===== config.mk =====
export PLATFORM = sky130hd
export DESIGN_NAME = frame_rx
export DESIGN_NICKNAME = d
export VERILOG_FILES = /design/src/rtl/frame_rx.sv
export SDC_FILE = /design/constraint.sdc
export NUM_CORES = 1
export LEC_CHECK = 0
export BUFFER_PORTS_ARGS = -buffer_cell sky130_fd_sc_hd__buf_2
export CAP_MARGIN = 15
export CELL_PAD_IN_SITES_DETAIL_PLACEMENT = 1
export CELL_PAD_IN_SITES_GLOBAL_PLACEMENT = 1
export CORE_MARGIN = 4
export CORE_UTILIZATION = 45
export DETAILED_ROUTE_END_ITERATION = 7
export PLACE_DENSITY_LB_ADDON = 0.2
export SKIP_CTS_REPAIR_TIMING = 1
export SLEW_MARGIN = 20
export SYNTH_ARGS = -nofsm -noshare
export SYNTH_HDL_FRONTEND = slang
export SYNTH_SLANG_ARGS = --single-unit

===== constraint.sdc =====
create_clock -name clk -period 2.05 [get_ports clk]
set_input_delay 0.205 -clock clk [delete_from_list [all_inputs] [get_ports clk]]
set_output_delay 0.205 -clock clk [all_outputs]
set_load 0.02 [all_outputs]

===== src/rtl/frame_rx.sv =====
// ============================================================================
// Module   : frame_rx
// Brief    : Serial-to-parallel frame receiver. Optional parity bit and
//            PARITY state are built when macro RX_PARITY_EN is defined.
// Revision : 1.0 - initial release
// ============================================================================
`default_nettype none

module frame_rx #(
    parameter int WORD_W  = 4,
    parameter int N_WORDS = 4,
    parameter int BW      = (WORD_W  > 1) ? $clog2(WORD_W)  : 1,
    parameter int WW      = (N_WORDS > 1) ? $clog2(N_WORDS) : 1
) (
    input  logic                        clk,
    input  logic                        clr,
    input  logic                        rx_en,
    input  logic                        data_in,
    output logic [N_WORDS*WORD_W-1:0]   words_out,
    output logic [BW-1:0]               Qbit,
    output logic [WW-1:0]               Qwrd,
    output logic                        busy,
    output logic                        received_n,
    output logic                        parity_err,
    output logic                        frame_err
);

    localparam int C_TOT = N_WORDS * WORD_W;

    typedef enum logic [1:0] {
        S_IDLE   = 2'd0,
        S_DATA   = 2'd1,
        S_PARITY = 2'd2,
        S_STOP   = 2'd3
    } state_t;

    state_t               r_state;
    state_t               w_state_nx;
    logic [C_TOT-1:0]     r_buf;
    logic [C_TOT-1:0]     r_words;
    logic [BW-1:0]        r_qbit;
    logic [WW-1:0]        r_qwrd;
    logic                 r_busy;
    logic                 r_rx_n;
    logic                 r_perr;
    logic                 r_ferr;
    logic                 r_wait_high;
    logic                 w_bit_last;
    logic                 w_last;
    logic                 w_par_bad;

    assign w_bit_last = (r_qbit == BW'(WORD_W - 1));
    assign w_last     = w_bit_last && (r_qwrd == WW'(N_WORDS - 1));

    always_comb begin
        w_state_nx = r_state;
        case (r_state)
            S_IDLE:   if (!data_in && !r_wait_high) w_state_nx = S_DATA;
`ifdef RX_PARITY_EN
            S_DATA:   if (w_last) w_state_nx = S_PARITY;
`else
            S_DATA:   if (w_last) w_state_nx = S_STOP;
`endif
            S_PARITY: w_state_nx = S_STOP;
            S_STOP:   w_state_nx = S_IDLE;
            default:  w_state_nx = S_IDLE;
        endcase
        if (!rx_en) w_state_nx = S_IDLE;
    end

    always_ff @(posedge clk or posedge clr) begin
        if (clr) r_state <= S_IDLE;
        else     r_state <= w_state_nx;
    end

`ifdef RX_PARITY_EN
    logic r_par;

    always_ff @(posedge clk or posedge clr) begin
        if (clr)                                          r_par <= 1'b0;
        else if (r_state == S_IDLE)                       r_par <= 1'b0;
        else if (r_state == S_DATA || r_state == S_PARITY) r_par <= r_par ^ data_in;
    end

    assign w_par_bad = r_par;
`else
    assign w_par_bad = 1'b0;
`endif

    always_ff @(posedge clk or posedge clr) begin
        if (clr) begin
            r_buf       <= '0;
            r_words     <= '0;
            r_qbit      <= '0;
            r_qwrd      <= '0;
            r_busy      <= 1'b0;
            r_rx_n      <= 1'b1;
            r_perr      <= 1'b0;
            r_ferr      <= 1'b0;
            r_wait_high <= 1'b0;
        end else begin
            r_rx_n <= 1'b1;
            r_perr <= 1'b0;
            r_ferr <= 1'b0;
            r_busy <= (w_state_nx != S_IDLE);
            // A zero stop bit leaves the line low; re-arm only once it is seen high.
            if (r_state == S_IDLE && data_in) r_wait_high <= 1'b0;
            if (!rx_en) begin
                r_qbit <= '0;
                r_qwrd <= '0;
            end else begin
                case (r_state)
                    S_IDLE: begin
                        r_qbit <= '0;
                        r_qwrd <= '0;
                    end
                    S_DATA: begin
                        // LSB-first arrival: shifting down places bit i at index i.
                        r_buf <= {data_in, r_buf[C_TOT-1:1]};
                        if (w_bit_last) begin
                            r_qbit <= '0;
                            r_qwrd <= w_last ? '0 : r_qwrd + 1'b1;
                        end else begin
                            r_qbit <= r_qbit + 1'b1;
                        end
                    end
                    S_STOP: begin
                        if (!data_in) begin
                            r_ferr      <= 1'b1;
                            r_wait_high <= 1'b1;
                        end else if (w_par_bad) begin
                            r_perr <= 1'b1;
                        end else begin
                            r_words <= r_buf;
                            r_rx_n  <= 1'b0;
                        end
                    end
                    default: ;
                endcase
            end
        end
    end

    assign words_out  = r_words;
    assign Qbit       = r_qbit;
    assign Qwrd       = r_qwrd;
    assign busy       = r_busy;
    assign received_n = r_rx_n;
    assign parity_err = r_perr;
    assign frame_err  = r_ferr;

endmodule

`default_nettype wire


; ---- Word-level counts from Yosys, hierarchy flattened
; Index checks and enable logic that the tools add are counted.
[word_totals]
ff_bits = 42
latch_bits = 0
mem_bits_rw = 0
rom_bits = 0
in_bits = 4
out_inout_bits = 24
mem_count = 0
[classes]
n_addsub = 2
n_mul = 0
div_mod_pow = 0
n_lt_le_gt_ge = 0
n_eq_ne = 7
shift = 0
muxes = 20
n_bitwise = 0
n_reduce_logical = 10
[ops]
columns = operator, n
row1 = $mux 2, 8
row2 = $mux 1, 9
row3 = $eq 2x2->1 const B, 4
row4 = $pmux 2 s2, 2
row5 = $pmux 2 s4, 1
row6 = $add 2x1->2 const B, 2
row7 = $reduce_and 2->1, 2
row8 = $logic_and 1x1->1, 3
row9 = $ne 3x1->1 const B, 1
row10 = $ne 3x3->1 const B, 1
row11 = $reduce_and 3->1, 1
row12 = $eq 2x1->1 const B, 1
row13 = $logic_not 1->1, 2
row14 = $logic_not 2->1, 1
row15 = $reduce_bool 2->1, 1

; ---- Longest topological paths before layout
; Gate-level depths: netlist (run 1).
[depth]
depth_word = 6
mapped_depth = 6

; ---- Worst setup path after synthesis (run 1)
; No wires, ideal clock.
[synth_path]
path_kind = reg2reg
startpoint = register r_state[1]
endpoint = register r_buf[0]
t_arrival_ps = 1381
required_time_ps = 1925
setup_slack_ps = 544
path_stages_with_launch = 7
path_buffers = 2
period_less_slack_ps = 1506
path_cell_list = dfrtp_1 > inv_1 > ha_1 > buf_4 > nand2_2 > clkbuf_8 > mux2_2
[synth_between]
elab_chain_len = 2
[synth_lines]
columns = element, line
row1 = start: declaration, 37  ; state_t r_state;
row2 = start signal: assignment, 73  ; else r_state <= w_state_nx;
row3 = $eq 2x1->1, 112  ; case (r_state)
row4 = $reduce_and 2->1 (no source line), n/a
row5 = end signal: assignment, 119  ; r_buf <= {data_in, r_buf[C_TOT-1:1]};
row6 = end: declaration, 39  ; logic [C_TOT-1:0] r_buf;
; No other way between the ends.
; A chain may end at the register's enable or synchronous reset.

; ---- Worst setup path after layout (run 1)
[layout_path]
startpoint = register r_state[1]
endpoint = register r_buf[10]
; Same word-level chain as after synthesis.

==> results of run 1 <==
-- path summary, 6_finish.rpt --
kind / from / to / slack (ps) / depth (start not counted)
hold / removal: clr / busy / 30 / 3
min in group clk: data_in / r_wait_high / 190 / 2
max in group asynchronous: clr / received_n / 1650 / 3
setup reg to reg: r_state[1] / r_buf[10] / 360 / 4
setup / recovery: r_state[1] / r_buf[10] / 360 / 4
hold reg to reg: words_out[13] / words_out[13] / 510 / 1
-- layer usage --
metal,wire length [µm],GRT usage [%],vias to the layer above
li1,-,-,467
met3,151,4.460,5
met1,1342,16.61,495
met5,0,0,-
met4,48,5.106,0
met2,1439,20.69,23
-- state kept, by name (all words and copies together) (netlist names) --
| name | cells |
|---|---|
| words_out | 16 |
| r_state | 2 |
| Qwrd | 2 |
| frame_err | 1 |
| r_wait_high | 1 |
| Qbit | 2 |
| received_n | 1 |
| busy | 1 |
| r_buf | 16 |
-- layout by cell type, fill, tap and decap left out --
cell type	n
buf_2	26
nand2b_1	1
a31oi_1	1
nand2_1	1
and3_1	1
bufinv_16	1
inv_1	4
ha_1	6
nor3b_1	2
dfstp_2	1
nand2_2	1
nor2_1	9
mux2i_1	1
clkbuf_1	2
o22ai_1	2
a32oi_1	2
dfrtp_1	41
mux2_4	9
buf_4	1
conb_1	1
o211ai_1	1
a21oi_1	3
a2bb2oi_1	1
mux2_2	23
nand3_4	1
clkbuf_8	5
-- metrics by stage --
stage | total power [mW] | utilization (%) | hold WS, ps
3_3_place_gp | 1.223 | 51.25 | 353.9
3_5_place_dp | 1.242 | 51.25 | 372.5
2_1_floorplan | 1.173 | - | 282.0
6_report | 1.846 | 54.11 | 31.61
4_1_cts | 1.877 | 54.11 | 47.98
5_1_grt | 1.941 | 54.11 | 88.47
-- power by group --
part / switching (mW) / internal (mW)
Combinational: 0.0921 / 0.110
Clock: 0.261 / 0.364
Sequential: 0.0815 / 0.937
Total: 0.435 / 1.41
-- cell type report --
cell class | count | area, µm² | share of cell area [%]
Sequential cell | 42 | 1052 | 52.33
Multi-Input combinational cell | 66 | 639.4 | 31.80
Timing Repair Buffer | 27 | 137.6 | 6.845
Clock buffer | 7 | 76.32 | 3.796
Tap cell | 48 | 60.06 | 2.987
Clock inverter | 1 | 30.03 | 1.493
Inverter | 4 | 15.01 | 0.7467
-- logic make-up after synthesis --
| kind of cell | after synthesis | synth area share [%] |
|---|---|---|
| fa+ha+maj | 6 | 4.298 |
| flops | 42 | 60.24 |
| mux | 33 | 23.14 |
| compound gates | 10 | 3.868 |
| other cells | 1 | 0.2147 |
| buf+inv | 8 | 3.151 |
| simple gates | 16 | 5.086 |
-- critical path, stage by stage, from the launching register on --
cell and delay (ps):
dfrtp_1 420, inv_1 120, ha_1 360, nand2_2 310, mux2_2 370
==> qor.yml, run 1 <==
timing:
  slew_viol_final: 0
  fin_crit_sh_pct: 82.65
  finalSetupViolations: 0
  finClkSkew_ps: 3.210
  max_slew.worst_pin.slew_ps: 518.7
  rsz0062_at_grt: "no"
  setup_ws_ps: 355.6
  post-route-min-period_ps: 1694
  slew_headroom_pct: 65.42
  hold_viol: 0
  clock.fmax_ghz: 0.5902
  setup_tns_ps: 0
place:
  place_hpwl_mm: 2.147
  place_area_mm2: 0.001904
  place_inst: 187
  port_buffers: 26
  post-place-ws_ps: 386.9
  routabilityCongestion: 0.7863
clock_network:
  clk_latency_ps: 290
  cts_tree: "done"
  cts_inserted_buffers: 5
  cts_buffer_depth: 2
  clock-root-buffer: "clkbuf_8"
  cts_num_sinks: 42
  clk_pin_slew_ps: 70
  htree_levels: 2
cells_and_area:
  drive_gt1_share_pct: 46.26
  design_area_mm2: 0.002011
  num-nets-final: 156
  stdcell_count: 195
  antenna_cells: 0
  fill_cells: 387
  areaGrowthSynthToFinish_pct: 15.11
global_routing:
  overflow: 0
  antenna_found_initial: 0
  grt_usage_pct: 13.15
  grt_max_degree: 43
  grt_pass1_vias: 1041
  grt_pass1_wl_mm: 5.050
yosys:
  syn_inst: 116
  synth_nets: 126
  seq_area_frac_synth_pct: 60.24
  syn_area_mm2: 0.001747
  yosys.cell_count.top_type: "dfrtp_1"
  yosysTopAreaCellShare_pct: 58.74
  synth.distinct_cells: 24
  synthArstFlopShare_pct: 100.0
  ys_top_cells_by_count: "dfrtp_1, mux2_2, mux2_4, nor2_1, ha_1"
  synth-main-ff-cell: "dfrtp_1"
  ys_warn_count: 0
  ys_ff_latch: 42
  synth-edff-count: 0
  yosysTopAreaCell: "dfrtp_1"
  syn_avg_cell_area_um2: 15.06
  synth_area_leaders: "dfrtp_1, mux2_2, mux2_4, ha_1, nor2_1"
die:
  core-area_mm2: 0.003716
  die_x_um: 70.30
  die_area_mm2: 0.004942
  initial_core_util_pct: 47.00
  io-pin-count: 28
  dieHeight_um: 70.30
  rows: 22
routing:
  ant_nets: 0
  drt_iter0_markers: 43
  vias: 990
  wl_per_cell_um: 15.29
  routed_via_density: 5.077
  drt_wl_total_mm: 2.982
  first_pass_iters: 2
  drc: 0
critical_path:
  critPathCaptureType: "flop"
  arrival_ps: 1860
  cp.required_ps: 2220
  worstPathMaxFanout: 16
  path_class: "reg -> reg"
  critPathLaunchType: "flop"
power_and_ir_drop:
  pwr_density_cell_mw_per_mm2: 917.9
  power_leakage_nw: 1.086
  ir_drop_v: 0.0004787
hold_path:
  hold_class: "in -> async"
flow_run:
  drv_cap: 0
run_status:
  outcome: "completed"
Note: power is estimated with default switching activity, not from simulation.
==> inputs of run 2 (changes only) <==
Settings changed: ABC_AREA set to 1, CORE_UTILIZATION 45 to 37.
Clock period 2.05 ns to 1.5 ns, I/O delays scaled along.
==> run 2 against run 1 <==
- combinational power increased by 49%
- flip-flop and latch count unchanged
- register-to-register slack got worse by 240 ps
- area after synthesis decreased by 3.4%
- highest routed layer unchanged
- critical path depth increased by 1
- count of clock-buffer cells in the layout decreased by 1
- critical endpoint is now r_buf[11]
- synthesized cell count increased by 54%
- sequential power increased by 30%
- setup slack got worse by 240 ps
- critical path type unchanged
- maximum frequency increased by 23%
==> qor.yml, run 2 <==
die:
  dieHeight_um: 75.52
  die_area_mm2: 0.005703
  rows: 24
  initial_core_util_pct: 38.47
  io-pin-count: 28
  core-area_mm2: 0.004384
  die_x_um: 75.52
critical_path:
  arrival_ps: 1580
  cp.required_ps: 1700
  critPathLaunchType: "flop"
  critPathCaptureType: "flop"
  reg2regPathDepth: 5
  worstPathMaxFanout: 32
  path_class: "reg -> reg"
clock_network:
  cts_tree: "done"
  htree_levels: 2
  cts_inserted_buffers: 5
  clk_pin_slew_ps: 80
  cts_num_sinks: 42
  cts_buffer_depth: 2
  clk_latency_ps: 290
  clock-root-buffer: "clkbuf_8"
yosys:
  ys_warn_count: 0
  synth-main-ff-cell: "dfrtp_1"
  yosysTopAreaCellShare_pct: 60.83
  seq_area_frac_synth_pct: 62.39
  syn_inst: 179
  syn_avg_cell_area_um2: 9.422
  synth_area_leaders: "dfrtp_1, o21ai_0, nand2_1, inv_1, ha_1"
  synthArstFlopShare_pct: 100.0
  syn_area_mm2: 0.001687
  ys_ff_latch: 42
  synth.distinct_cells: 15
  ys_top_cells_by_count: "nand2_1, dfrtp_1, o21ai_0"
  yosysTopAreaCell: "dfrtp_1"
  synth-edff-count: 0
  synth_nets: 189
  yosys.cell_count.top_type: "nand2_1"
global_routing:
  grt_use_met3_pct: 4.485
  grt_usage_pct: 13.65
  grt_busiest_layer: "met2"
  overflow: 0
  antenna_found_initial: 0
  grt_max_degree: 34
  grt_use_met1_pct: 15.39
  use_met2_pct: 23.87
  grt_pass1_vias: 1268
  grt_pass1_wl_mm: 5.761
hold_path:
  hold_class: "in -> reg"
  hold_depth: 2
cells_and_area:
  final_common_cell: "nand2_1"
  fin_util_pct: 46.15
  drive_gt1_share_pct: 20.28
  design_area_mm2: 0.002023
  areaGrowthSynthToFinish_pct: 19.96
  layout_common_cells: "nand2_1, dfrtp_1, o21ai_0"
  num-nets-final: 221
  antenna_cells: 0
place:
  routabilityCongestion: 0.7712
  port_buffers: 26
  place_hpwl_mm: 2.506
  post-place-ws_ps: 72.51
  place_area_mm2: 0.001907
routing:
  wl_per_cell_um: 13.47
  first_pass_iters: 4
  drt_wl_total_mm: 3.555
  drt_iter0_markers: 57
  vias: 1215
  drc: 0
  routed_via_density: 4.602
  ant_nets: 0
power_and_ir_drop:
  pwr_density_cell_mw_per_mm2: 1180
  ir_drop_v: 0.0005284
  total_power_mw: 2.387
  power_leakage_nw: 1.051
run_status:
  outcome: "completed"
timing:
  slew_viol_final: 0
  hold_viol: 0
  slew_headroom_pct: 66.23
  setup_tns_ps: 0
  setup_ws_ps: 118.8
  rsz0062_at_grt: "no"
  fin_crit_sh_pct: 92.08
  finClkSkew_ps: 8.317
  finalSetupViolations: 0
  max_slew.worst_pin.slew_ps: 506.0
  post-route-min-period_ps: 1381
  clock.fmax_ghz: 0.7240
flow_run:
  drv_cap: 0
[run 2: cell count changes after synthesis, moves of 3 or more]
cell | previous run | this run
clkbuf_1 | 0 | 6
inv_1 | 4 | 27
mux2_2 | 23 | 0
mux2_4 | 9 | 0
nand2_1 | 1 | 48
nand3_1 | 0 | 3
nor2_1 | 9 | 4
o21ai_0 | 0 | 36
[run 2: kinds of logic (layout without fill, tap and decap cells)]
kind of cell | Yosys count | in the layout | share of synthesized area (%)
flops | 42 | 42 | 62.39
buf+inv | 34 | 67 | 7.790
simple gates | 57 | 57 | 13.28
fa+ha+maj | 6 | 6 | 4.451
mux | 1 | 1 | 0.5935
compound gates | 38 | 38 | 11.28
other cells | 1 | 1 | 0.2223
[run 2: path summary, 6_finish.rpt]
path	slack, ps	start	end
max	120	r_state[0]	r_buf[11]
min in group asynchronous	420	clr	r_buf[4]
min reg2reg	480	words_out[10]	words_out[10]
min	60	data_in	frame_err
max in group asynchronous	540	clr	r_state[0]
max reg2reg	120	r_state[0]	r_buf[11]
[run 2: cell type report]
cell class                      instances  area, µm²
Fill cell                             542       2361
Sequential cell                        42       1054
Multi-Input combinational cell        103      505.5
Timing Repair Buffer                   32      202.7
Inverter                               27      101.3
Clock buffer                            6      82.58
Tap cell                               52      65.06
Clock inverter                          2      12.51
[run 2: report_power, final]
part / leakage [nW] / internal (mW) / switching (mW)
clock network: 0.0472 / 0.370 / 0.387
registers: 0.572 / 1.26 / 0.0725
logic: 0.431 / 0.103 / 0.199
total: 1.05 / 1.73 / 0.659
[run 2: through the flow]
| stage | hold slack, ps | std cells |
|---|---|---|
| after floorplan | 226.5 | 179 |
| after global placement | 198.4 | 254 |
| after detailed placement | 203.6 | 254 |
| after CTS | -119.5 | 262 |
| after global routing | 53.20 | 264 |
| final | 64.73 | 264 |
[run 2: per-layer routing]
layer  routed length (µm)  up-vias
met2                 1839       29
met3                  157        8
met1                 1503      567
li1                     -      611
met4                   55        0
met5                    0        -
[run 2: critical path, stage by stage, from the launching register on]
cell,delay (ps)
dfrtp_2,450
ha_1,230
nand2_1,110
buf_4,290
nand2_1,100
o21ai_0,100
==> inputs of run 3 (changes only) <==
Settings changed: ABC_AREA 1 to unset, CORE_UTILIZATION 37 to 41.
==> run 3 against run 2 <==
- cell area rose by 2.8%
- utilization rose by 5.1 points
- critical path depth fell by 1
- count of clock-buffer cells in the layout did not move
- clock power rose by 16%
- cell count fell by 23%
- first-iteration DRC count fell by 14%
- setup slack got worse by 26 ps
- global-route usage barely moved
- clock skew fell by 3.9 ps
- non-clock buffer count did not move
- sequential power rose by 5%
- critical endpoint is now words_out[12]
- highest routed layer unchanged
==> qor.yml, run 3 (synthesis gave the netlist of run 1 again) <==
die:
  die_area_mm2: 0.005368
  core-area_mm2: 0.004058
  rows: 23
  die_x_um: 73.27
  initial_core_util_pct: 43.05
  dieHeight_um: 73.27
  io-pin-count: 28
power_and_ir_drop:
  p_sw_share_pct: 24.28
  power_frac_seq_pct: 54.3
  combPwrFrac_pct: 11.4
  power_leakage_nw: 1.121
  p_switching_mw: 0.6209
  total_power_mw: 2.557
  p_clk_share_pct: 34.4
  power.internal_mw: 1.937
  pwr_density_cell_mw_per_mm2: 1229
  ir_drop_v: 0.0005281
routing:
  drt_iter0_markers: 49
  drt_wl_total_mm: 3.288
  drc: 0
  vias: 1021
  ant_nets: 0
  first_pass_iters: 4
  routed_via_density: 5.054
  wl_per_cell_um: 16.28
critical_path:
  worstPathMaxFanout: 6
  cp.depth: 4
  critPathCaptureType: "flop"
  critPathTopFamily: "flip-flops"
  path_cells: "ha_1 -> nand3_4 -> buf_4 -> mux2_2"
  rrSetupSlack_ps: 90
  path_class: "reg -> reg"
  r2r-end: "words_out[12]"
  cp.required_ps: 1680
  critPathLaunchType: "flop"
  reg2regPathDepth: 4
  arrival_ps: 1580
  cp_num_buf_inv: 1
  critPathSlowestCell: "dfrtp_1"
  worstReg2RegStart: "r_state[0]"
  slowest_delay_ps: 430
cells_and_area:
  layout_common_cells: "dfrtp_1, buf_2, mux2_2"
  num-nets-final: 161
  final_common_cell: "dfrtp_1"
  multi_input_area_um2: 650.6
  drive_gt1_share_pct: 49.34
  seq_area_mm2: 0.001052
  areaGrowthSynthToFinish_pct: 19.13
  fill_cells: 424
  antenna_cells: 0
timing:
  finalSetupViolations: 0
  slew_viol_final: 0
  post-route-min-period_ps: 1407
  finClkSkew_ps: 4.426
  hold_viol: 0
  rsz0062_at_grt: "no"
  clock.fmax_ghz: 0.7107
  fin_crit_sh_pct: 93.80
  setup_tns_ps: 0
  whs_ps: 160.6
place:
  port_buffers: 26
  routabilityCongestion: 0.7704
  place_hpwl_mm: 2.333
clock_network:
  clk_latency_ps: 290
  cts_num_sinks: 42
  cts_inserted_buffers: 5
  cts_buffer_depth: 2
  clock-root-buffer: "clkbuf_8"
  htree_levels: 2
  clk_pin_slew_ps: 80
  cts_tree: "done"
flow_run:
  drv_cap: 0
global_routing:
  grt_max_degree: 26
  grt_pass1_wl_mm: 5.437
  antenna_found_initial: 0
  grt_usage_pct: 13.63
  overflow: 0
  grt_pass1_vias: 1134
hold_path:
  hold_class: "in -> reg"
  min-delay-start: "data_in"
  min_delay_worst_endpoint: "frame_err"
  hold_depth: 2
run_status:
  outcome: "completed"
-- run 3: cell count changes in the layout (fill, tap and decap cells not counted), sizes merged, moves of 5 or more --
cell / previous run / this run
nand2: 48 / 2
nor2: 4 / 9
inv: 27 / 4
mux2: 0 / 32
o21ai: 36 / 0
-- run 3: final cells by class --
cell class / count / share of cell area, %
inverters: 4 / 0.7216
flip-flops and latches: 42 / 50.57
clock buffers: 6 / 3.488
well taps: 50 / 3.007
multi-input cells: 66 / 31.27
repair buffers: 32 / 9.140
clock inverters: 2 / 1.804
-- run 3: stage by stage --
step,util (%),worst slack (ps),instance area [µm²],cells
2_1_floorplan,-,40.40,1752,116
3_3_place_gp,47.49,85.90,1927,191
3_5_place_dp,47.49,42.68,1927,191
4_1_cts,50.20,29.60,2037,199
5_1_grt,51.28,4.862,2081,202
6_report,51.28,92.96,2081,202
-- run 3: worst max path at each step --
| stage | from | to | slack, ps |
|---|---|---|---|
| 6_report | r_state[0] | words_out[12] | 90 |
| 5_1_grt | r_state[1] | Qwrd[1] | 5 |
| 4_1_cts | r_state[0] | words_out[12] | 30 |
| 3_5_place_dp | r_state[0] | words_out[12] | 40 |
| 3_3_place_gp | r_state[0] | words_out[13] | 90 |
| 2_1_floorplan | r_state[1] | r_buf[0] | 40 |
-- run 3: metal layers --
| metal | part of all wire (%) | wire length, µm | global-route usage, % |
|---|---|---|---|
| met4 | 1.6 | 53 | 6.148 |
| met3 | 3.5 | 114 | 3.146 |
| met2 | 54 | 1766 | 24.23 |
| met1 | 41 | 1353 | 15.40 |
| met5 | 0 | 0 | 0 |
-- run 3: power by group through the flow --
stage | sequential (mW) | combinational [mW] | clock, mW
after floorplan | 1.38 | 0.226 | 0
after global placement | 1.40 | 0.273 | 0
after detailed placement | 1.42 | 0.288 | 0
after CTS | 1.39 | 0.292 | 0.905
after global routing | 1.41 | 0.321 | 0.948
final | 1.39 | 0.291 | 0.879
